[src/rtl/proc_pkg.sv]
// Shared definitions for the 8-bit 4-stage core: widths, NOP encoding,
// fetch FSM states and opcode field positions used by decode.
package proc_pkg;

   localparam int ADDR_W  = 6;
   localparam int INSTR_W = 8;

   localparam logic [7:0] NOP_INSTR = 8'h00;

   // Opcode field within an instruction word, reserved for the decoder.
   localparam int OPC_HI = 7;
   localparam int OPC_LO = 6;

   typedef enum logic [1:0] {
      F_IDLE    = 2'd0,
      F_WAIT    = 2'd1,
      F_DISCARD = 2'd2
   } fetch_state_t;

endpackage

[src/rtl/instr_fifo.sv]
// Prefetch queue: synchronous DEPTH x WIDTH FIFO with flush and occupancy count.
// Head is presented combinationally from the storage array; NOP when empty.
module instr_fifo #(
   parameter int DEPTH = 4,
   parameter int WIDTH = 8
) (
   input  logic                       clk,
   input  logic                       rst,
   input  logic                       push,
   input  logic                       pop,
   input  logic                       flush,
   input  logic [WIDTH-1:0]           din,
   output logic [WIDTH-1:0]           dout,
   output logic [$clog2(DEPTH):0]     count,
   output logic                       full,
   output logic                       empty
);
   import proc_pkg::*;

   localparam int PTR_W = $clog2(DEPTH);
   localparam int CNT_W = PTR_W + 1;

   logic [WIDTH-1:0] mem [DEPTH];
   logic [PTR_W-1:0] wr_ptr;
   logic [PTR_W-1:0] rd_ptr;
   logic             do_push;
   logic             do_pop;

   assign full    = (count == CNT_W'(DEPTH));
   assign empty   = (count == '0);
   assign do_push = push && !full;
   assign do_pop  = pop && !empty;

   always_ff @(posedge clk or negedge rst) begin
      if (!rst) begin
         wr_ptr <= '0;
         rd_ptr <= '0;
         count  <= '0;
      end else if (flush) begin
         wr_ptr <= '0;
         rd_ptr <= '0;
         count  <= '0;
      end else begin
         if (do_push) wr_ptr <= wr_ptr + 1'b1;
         if (do_pop)  rd_ptr <= rd_ptr + 1'b1;
         case ({do_push, do_pop})
            2'b10:   count <= count + 1'b1;
            2'b01:   count <= count - 1'b1;
            default: count <= count;
         endcase
      end
   end

   // Storage needs no reset: entries are only visible once counted.
   always_ff @(posedge clk) begin
      if (do_push && !flush) mem[wr_ptr] <= din;
   end

   assign dout = empty ? WIDTH'(NOP_INSTR) : mem[rd_ptr];

endmodule

[src/rtl/instr_prefetch.sv]
// Fetch front end: one-outstanding req/ack reader of instruction memory feeding
// a prefetch queue toward IF/ID, with flush and redirect on a taken jump.
module instr_prefetch #(
   parameter int ADDR_W  = proc_pkg::ADDR_W,
   parameter int INSTR_W = proc_pkg::INSTR_W,
   parameter int DEPTH   = 4
) (
   input  logic               clk,
   input  logic               rst,
   input  logic               pc_src,
   input  logic [ADDR_W-1:0]  jmp_addr,
   output logic               imem_req,
   output logic [ADDR_W-1:0]  imem_addr,
   input  logic               imem_ack,
   input  logic [INSTR_W-1:0] imem_rdata,
   output logic               instr_valid,
   output logic [INSTR_W-1:0] instr,
   input  logic               instr_ready
);
   import proc_pkg::*;

   localparam int CNT_W = $clog2(DEPTH) + 1;

   fetch_state_t       state;
   fetch_state_t       state_nxt;
   logic [ADDR_W-1:0]  fetch_pc;
   logic [ADDR_W-1:0]  req_addr;
   logic [CNT_W-1:0]   fifo_count;
   logic [CNT_W-1:0]   free_slots;
   logic               fifo_full;
   logic               fifo_empty;
   logic               can_issue;
   logic               push;
   logic               pop;

   // Issue uses the registered count only, so a same-cycle pop never frees a slot.
   assign free_slots = CNT_W'(DEPTH) - fifo_count;
   assign can_issue  = rst && !pc_src && (free_slots != '0);

   always_ff @(posedge clk or negedge rst) begin
      if (!rst) state <= F_IDLE;
      else      state <= state_nxt;
   end

   always_comb begin
      state_nxt = state;
      case (state)
         F_IDLE:    if (can_issue) state_nxt = F_WAIT;
         F_WAIT: begin
            if (imem_ack)    state_nxt = F_IDLE;
            else if (pc_src) state_nxt = F_DISCARD;
         end
         F_DISCARD: if (imem_ack) state_nxt = F_IDLE;
         default:   state_nxt = F_IDLE;
      endcase
   end

   // The request is raised combinationally in IDLE so a 1-cycle memory
   // can ack in the following WAIT cycle, giving one fetch every 2 cycles.
   always_comb begin
      imem_req  = 1'b0;
      imem_addr = req_addr;
      push      = 1'b0;
      case (state)
         F_IDLE: begin
            imem_req  = can_issue;
            imem_addr = fetch_pc;
         end
         F_WAIT: begin
            imem_req = 1'b1;
            push     = imem_ack && !pc_src && !fifo_full;
         end
         F_DISCARD: imem_req = 1'b1;
         default: begin
            imem_req  = 1'b0;
            imem_addr = fetch_pc;
         end
      endcase
   end

   always_ff @(posedge clk or negedge rst) begin
      if (!rst) begin
         fetch_pc <= '0;
         req_addr <= '0;
      end else begin
         if (pc_src)    fetch_pc <= jmp_addr;
         else if (push) fetch_pc <= fetch_pc + 1'b1;
         if (state == F_IDLE && can_issue) req_addr <= fetch_pc;
      end
   end

   assign instr_valid = !fifo_empty;
   assign pop         = instr_valid && instr_ready && !pc_src;

   instr_fifo #(
      .DEPTH (DEPTH),
      .WIDTH (INSTR_W)
   ) u_fifo (
      .clk   (clk),
      .rst   (rst),
      .push  (push),
      .pop   (pop),
      .flush (pc_src),
      .din   (imem_rdata),
      .dout  (instr),
      .count (fifo_count),
      .full  (fifo_full),
      .empty (fifo_empty)
   );

endmodule

[config.mk]
export PLATFORM = sky130hd
export DESIGN_NAME = instr_prefetch
export DESIGN_NICKNAME = d
export VERILOG_FILES = /design/src/rtl/proc_pkg.sv /design/src/rtl/instr_fifo.sv /design/src/rtl/instr_prefetch.sv
export SDC_FILE = /design/constraint.sdc
export NUM_CORES = 1
export LEC_CHECK = 0
export CORE_ASPECT_RATIO = 0.6
export CORE_MARGIN = 1.5
export CORE_UTILIZATION = 45
export DETAILED_ROUTE_END_ITERATION = 16
export GPL_TIMING_DRIVEN = 0
export HOLD_SLACK_MARGIN = 0.15
export MAX_ROUTING_LAYER = met4
export PLACE_DENSITY = 0.65
export SLEW_MARGIN = 0
export SYNTH_ARGS = -nofsm -noshare
export SYNTH_HDL_FRONTEND = slang
export SYNTH_SLANG_ARGS = --single-unit
[constraint.sdc]
create_clock -name clk -period 4.3 [get_ports clk]
set_input_delay 0.43 -clock clk [delete_from_list [all_inputs] [get_ports clk]]
set_output_delay 0.43 -clock clk [all_outputs]
set_load 0.005 [all_outputs]
==> flow_summary.toml, run 1 <==
[timing]
hold_violations = 0
rsz0062_at_grt = "no"
min_period_over_period = 0.7542
finClkSkew_ns = 0.007056
fmax_mhz = 308.3
relSlewSlack = 0.3010
setup_slack_ns = 1.057
worst_pin_slew_ns = 1.045
slew_viol_final = 0
setup_viol = 0
period_needed_ns = 3.243
setup_tns_ns = 0

[power_and_ir_drop]
power_w = 0.001703
ir_worst_vdd_v = 0.0002830
cellLeakagePower_nw = 1.146
pwr-share-seq = 0.392
pwr_density_cell_nw_per_um2 = 563.8
p_int_w = 0.001168
switching_share = 0.3140
comb_power_share = 0.440
power_switching_w = 0.0005348
pwr-share-clk = 0.167

[critical_path]
worstSetupStartpointType = "input port"
crit_fanout = 22
reg2reg_from = "u_fifo.count[0]$_DFFE_PN0P_"
r2r_slack_ns = 1.99
crit_chain = "clkdlybuf4s50_1 > nand2b_1 > a21oi_2 > nand2_2 > a21oi_1 > clkdlybuf4s50_1"
path_buf_inv = 2
cpPeakStageDelay_ns = 1.16
cp-startpoint = "rst"
worstSetupEndpointType = "primary output"
path_common_cell = "clkdlybuf4s50_1"
worstSetupEndpoint = "imem_req"
crit_cells = 6
critPathKind = "in2out"
critPathSlowestCell = "clkdlybuf4s50_1"
critical_path.top_delay_family = "buffers and inverters"
arrival_ns = 2.81
r2r_end = "u_fifo.count[2]$_DFFE_PN0P_"
ff2ff_path_depth = 10
critPathRequiredTime_ns = 3.87

[cts]
cts.htree.levels = 2
cts_setup_buffers = 0
hold_buffers = 0
clk_path_buf_depth = 2
cts_made_buffers = 5
cts_sinks = 53
cts.repair.resized = 0
tritoncts = "built"
cts_root_buf = "clkbuf_8"
insertion_delay_ns = 0.30
clk_pin_slew_ns = 0.10

[synth]
yosysWarnings = 0
synthesis.area_um2 = 2511
synthesis.nets = 207
yosysTopAreaCell = "edfxtp_1"
ys_seq_elements = 53
synth_area_leaders = "edfxtp_1, dfrtp_1, mux4_2, ha_1, mux2_2"
synth_commonest_cells = "edfxtp_1, dfrtp_1, and2_1"
synth_top_family_by_area = "multiplexers"
seq_area_frac_synth = 0.5919
synth-compound-area-share = 0.05580
synth-edff-count = 32
synth_mux_area_frac = 0.1290
synth_adder_area_share = 0.06278
synth_xor_area_frac = 0.01794
synth_most_common_cell = "edfxtp_1"
postSynthCellCount = 176
synthFlopType = "edfxtp_1"
yosysUniqueCellTypes = 40
async_flop_share = 0.3962
yosys.area.top_type_share = 0.3827
yosys.area_share.simple = 0.1121
syn_avg_cell_area_um2 = 14.27

[route]
drcViolationCount = 0
wl_um = 4930
vias = 1518
wire_per_inst_um = 17.36
drt_first_pass_iters = 4
viasPerCell = 5.345
drtIter0Drc = 55
antenna_left = 0

[finish]
fin_util = 0.5803
area_delta_synth_final_pct = 20.28
n_antenna_cell = 0
drive_above_1_share = 0.1514
layout.nets = 248
design_area_um2 = 3020

[global_route]
first_global_vias = 1520
grt_max_degree = 23
antenna_found_initial = 0
grt_first_pass_wirelength_um = 7769
grt_overflow = 0
grt.total_usage = 0.1855

[floorplanning]
io_pins = 35
initial_core_util = 0.4825
die_h_um = 60.87
fp-row-count = 20
die_w_um = 99.44
die_area_um2 = 6052
fp.coreArea_um2 = 5205

[place]
pre_cts_slack_ns = 1.003
port_buffers = 34
place_area_um2 = 2934
gp_congestion = 0.6873
place_hpwl_um = 3587

[status]
outcome = "finished, final reports clean"

[worst_hold_path]
hp-class = "reg2reg"

[job]
max_cap_viol_count = 0
==> final cells by class <==
type                    count  area [um^2]
plain buffers               6        38.79
clock buffers               7        80.08
clock inverters             1        6.256
fillers                   423         2185
inverters                  10        37.54
multi-input cells         107        948.4
flip-flops and latches     53         1486
well taps                  66        82.58
repair buffers             34        340.3
==> layer usage <==
metal,up-vias,part of all wire,GRT usage
met4,0,0.0095,0.07042
li1,724,-,-
met5,-,0,-
met1,758,0.51,0.2538
met3,4,0.032,0.04493
met2,32,0.45,0.2720
==> how the worst min path moves through the flow <==
stage | from | end | slack (ns) | cells after the start
after floorplan | rst | fetch_pc[0]$_DFFE_PN0P_ | 0.13 | 0
after global placement | req_addr[1]$_DFFE_PN0P_ | req_addr[1]$_DFFE_PN0P_ | 0.47 | 1
after detailed placement | req_addr[1]$_DFFE_PN0P_ | req_addr[1]$_DFFE_PN0P_ | 0.48 | 1
after CTS | req_addr[1]$_DFFE_PN0P_ | req_addr[1]$_DFFE_PN0P_ | 0.50 | 1
after global routing | req_addr[1]$_DFFE_PN0P_ | req_addr[1]$_DFFE_PN0P_ | 0.53 | 1
final | req_addr[1]$_DFFE_PN0P_ | req_addr[1]$_DFFE_PN0P_ | 0.50 | 1
==> registers in the layout (all words and copies together), names as in the netlist <==
signal         cells
u_fifo.wr_ptr      2
fetch_pc           6
u_fifo.mem        32
u_fifo.count       3
req_addr           6
u_fifo.rd_ptr      2
state              2
==> power groups by stage <==
stage	clock network, W	logic [W]	registers (W)
floorplan	0	0.000447	0.000663
global placement	0	0.000731	0.000672
detailed placement	0	0.000754	0.000680
CTS	0.000289	0.000759	0.000668
global route	0.000314	0.000819	0.000679
finish	0.000285	0.000750	0.000668
==> worst reg2reg max path, delay by kind of cell, from the launching register on <==
kind,cells,cell delay [ns]
AND/OR/NAND/NOR,7,1.02
buffers and inverters,1,0.18
adder cells (fa/ha/maj),2,0.59
flip-flops,1,0.43
==> through the flow <==
stage | std cells | hold WS (ns)
6_report | 284 | 0.5001
5_1_grt | 284 | 0.5307
4_1_cts | 284 | 0.5038
3_5_place_dp | 276 | 0.4810
3_3_place_gp | 276 | 0.4716
2_1_floorplan | 176 | 0.1344
==> cell families after synthesis <==
| logic type | Yosys count |
|---|---|
| buffers and inverters | 16 |
| xor gates and xnor gates | 3 |
| adders and majority gates | 12 |
| AOI/OAI and AO/OA | 22 |
| DFF | 53 |
| and+or+nand+nor | 49 |
| muxes | 21 |
==> placed cells by master (no fill, tap or decap), drive strengths merged <==
cell type,n
clkdlybuf4s50,34
edfxtp,32
dfrtp,21
and2,13
nor2,11
ha,11
inv,11
mux2,11
clkbuf,10
mux4,8
nand2,8
o21ai,8
a21oi,6
nor3,4
nand2b,3
a221o,3
buf,3
mux2i,2
and3,2
nor3b,2
nand3,2
xnor2,2
and4bb,1
nand4bb,1
and2b,1
nor2b,1
o21bai,1
xor2,1
o31ai,1
a31oi,1
o311ai,1
o22ai,1
fa,1
(Power assumes the default switching activity.)
==> run 2, diff against run 1 <==
--- a/config.mk
+++ b/config.mk
@@ -12,7 +12,7 @@
 export GPL_TIMING_DRIVEN = 0
 export HOLD_SLACK_MARGIN = 0.15
 export MAX_ROUTING_LAYER = met4
-export PLACE_DENSITY = 0.65
+export PLACE_DENSITY = 0.67
 export SLEW_MARGIN = 0
 export SYNTH_ARGS = -nofsm -noshare
 export SYNTH_HDL_FRONTEND = slang
==> constraint.sdc (replaced) <==
create_clock -name clk -period 2.7 [get_ports clk]
set_input_delay 0.27 -clock clk [delete_from_list [all_inputs] [get_ports clk]]
set_output_delay 0.27 -clock clk [all_outputs]
set_load 0.005 [all_outputs]
==> run 2 against run 1 <==
  * Final area up 1.1%
  * Sequential share of layout area shrank 0.52 points
  * Global-route usage shrank 1.1 points
  * Flip-flop and latch count is the same
  * Combinational power rose by 59%
  * Non-clock buffer count up 1
  * Total power rose by 63%
  * Utilization grew 0.62 points
  * Largest power group unchanged
==> flow_summary.toml, run 2 (synthesized netlist as in run 1, its figures left out) <==
[critical_path]
cpPeakStageDelay_ns = 0.45
r2r_slack_ns = 0.47
critPathSlowestCell = "dfrtp_1"
worstSetupEndpointType = "primary output"
critPathKind = "reg2out"
arrival_ns = 2.32
ff2ff_path_depth = 10
path_buf_inv = 3
r2r_end = "u_fifo.count[2]$_DFFE_PN0P_"
critical_path.top_delay_family = "buffers and inverters"
critPathRequiredTime_ns = 2.43
reg2reg_from = "u_fifo.count[0]$_DFFE_PN0P_"
crit_chain = "inv_1 > ha_1 > clkbuf_1 > mux2_2 > clkdlybuf4s50_1"
crit_fanout = 8
worstSetupStartpointType = "flop"

[cts]
cts_sinks = 53
cts.htree.levels = 2
tritoncts = "built"
clk_path_buf_depth = 2
clk_pin_slew_ns = 0.09
insertion_delay_ns = 0.32
cts_made_buffers = 5
cts_root_buf = "clkbuf_8"

[timing]
worst_pin_slew_ns = 0.9785
fmax_mhz = 386.7
finClkSkew_ns = 0.01109
relSlewSlack = 0.3455
min_period_over_period = 0.9577
setup_viol = 0
slew_viol_final = 0
period_needed_ns = 2.586
hold_violations = 0
rsz0062_at_grt = "no"
whs_ns = 0.4044

[place]
place_hpwl_um = 3541
port_buffers = 34
gp_congestion = 0.7897

[global_route]
met3_usage = 0.04493
grt_first_pass_wirelength_um = 7389
gr-usage-met2 = 0.2485
grt_max_degree = 23
gr-usage-met1 = 0.2367
busiest_layer = "met2"
grt_overflow = 0
grt.total_usage = 0.1749
antenna_found_initial = 0
first_global_vias = 1500

[finish]
area.sequential_um2 = 1486
largest_registers = "u_fifo.mem: 32 flops, fetch_pc: 6 flops, req_addr: 6 flops"
layout_commonest_cell = "clkdlybuf4s50_1"
final_cell_mix = "clkdlybuf4s50_1, edfxtp_1, dfrtp_1, and2_1, ha_1"
fill_cells = 432
multiInputGateArea_um2 = 950.9
largest_reg_flops = 32
largest_register = "u_fifo.mem"
drive_above_1_share = 0.1644
layout.nets = 249
area_delta_synth_final_pct = 21.57
n_antenna_cell = 0

[worst_hold_path]
worstHoldStart = "rst"
hold_path_end = "state[0]$_DFFE_PN0P_"
hp-class = "in2reg"
hold_depth = 5

[floorplanning]
fp.coreArea_um2 = 5205
io_pins = 35
die_w_um = 99.44
initial_core_util = 0.4825
die_area_um2 = 6052
fp-row-count = 20
die_h_um = 60.87

[power_and_ir_drop]
ir_worst_vdd_v = 0.0003744
cellLeakagePower_nw = 1.163
power_w = 0.002784
pwr_density_cell_nw_per_um2 = 911.8

[route]
wire_per_inst_um = 16.75
viasPerCell = 5.351
wl_um = 4774
vias = 1525
drt_first_pass_iters = 4
drcViolationCount = 0
drtIter0Drc = 71
antenna_left = 0

[status]
outcome = "finished, final reports clean"

[job]
max_cap_viol_count = 0
[run 2: cell count changes in the layout (fill, tap and decap cells not counted)]
cell	before	now
clkbuf_1	4	3
clkbuf_16	0	1
clkbuf_2	0	1
clkbuf_4	1	0
clkdlybuf4s50_1	34	33
dlygate4sd3_1	0	1
inv_4	1	0
inv_6	0	2
nor2_1	11	10
nor2_2	0	1
[run 2: metrics by stage]
stage               TNS (ns)  instances  cell area [um^2]    util  worst slack (ns)
floorplan                  0        176              2511       -            0.6642
global placement     -0.2059        276              2934  0.5637           -0.2059
detailed placement   -0.2333        276              2934  0.5637           -0.2333
CTS                        0        284              3044  0.5849           0.04287
global route               0        285              3053  0.5865          0.008101
finish                     0        285              3053  0.5865            0.1142
[run 2: timing repair]
action | in CTS | in global routing
hold buffers | 0 | 1
setup buffers | 0 | 0
setup endpoints to repair | 1 | 1
hold endpoints to repair | 0 | 21
gates resized for setup | 1 | 3
[run 2: worst max-delay path by stage]
stage / slack (ns) / startpoint / end / depth (start not counted)
global route: 0.008 / state[0]$_DFFE_PN0P_ / imem_addr[5] / 5
global placement: -0.21 / rst / imem_req / 6
CTS: 0.04 / rst / imem_req / 6
detailed placement: -0.23 / rst / imem_req / 6
floorplan: 0.66 / u_fifo.count[0]$_DFFE_PN0P_ / u_fifo.count[2]$_DFFE_PN0P_ / 10
finish: 0.11 / state[0]$_DFFE_PN0P_ / imem_addr[2] / 5
[run 2: per-layer routing]
layer  vias up  wire, um
met5         -         0
met4         0       115
met3        13       182
met2        34      2053
met1       758      2422
li1        720         -
[run 2: area by class of cell]
cell class              instances  share of cell area
clock buffers                   6             0.03074
flip-flops and latches         53              0.4869
multi-input cells             107              0.3115
clock inverters                 2            0.005738
well taps                      66             0.02705
repair buffers                 35              0.1131
plain buffers                   6             0.01270
inverters                      10             0.01230
[run 2: worst min-delay path: cells and delay by family]
family / cells / cell delay, ns
AO/OA/AOI/OAI: 3 / 0.22
buffers and inverters: 1 / 0.10
AND/OR/NAND/NOR: 1 / 0.09
[run 2: power breakdown]
group | total [W] | internal, W | switching, W
combinational | 0.00119 | 0.000688 | 0.000506
clock | 0.000524 | 0.000246 | 0.000278
sequential | 0.00107 | 0.000979 | 0.0000866
total | 0.00278 | 0.00191 | 0.000871
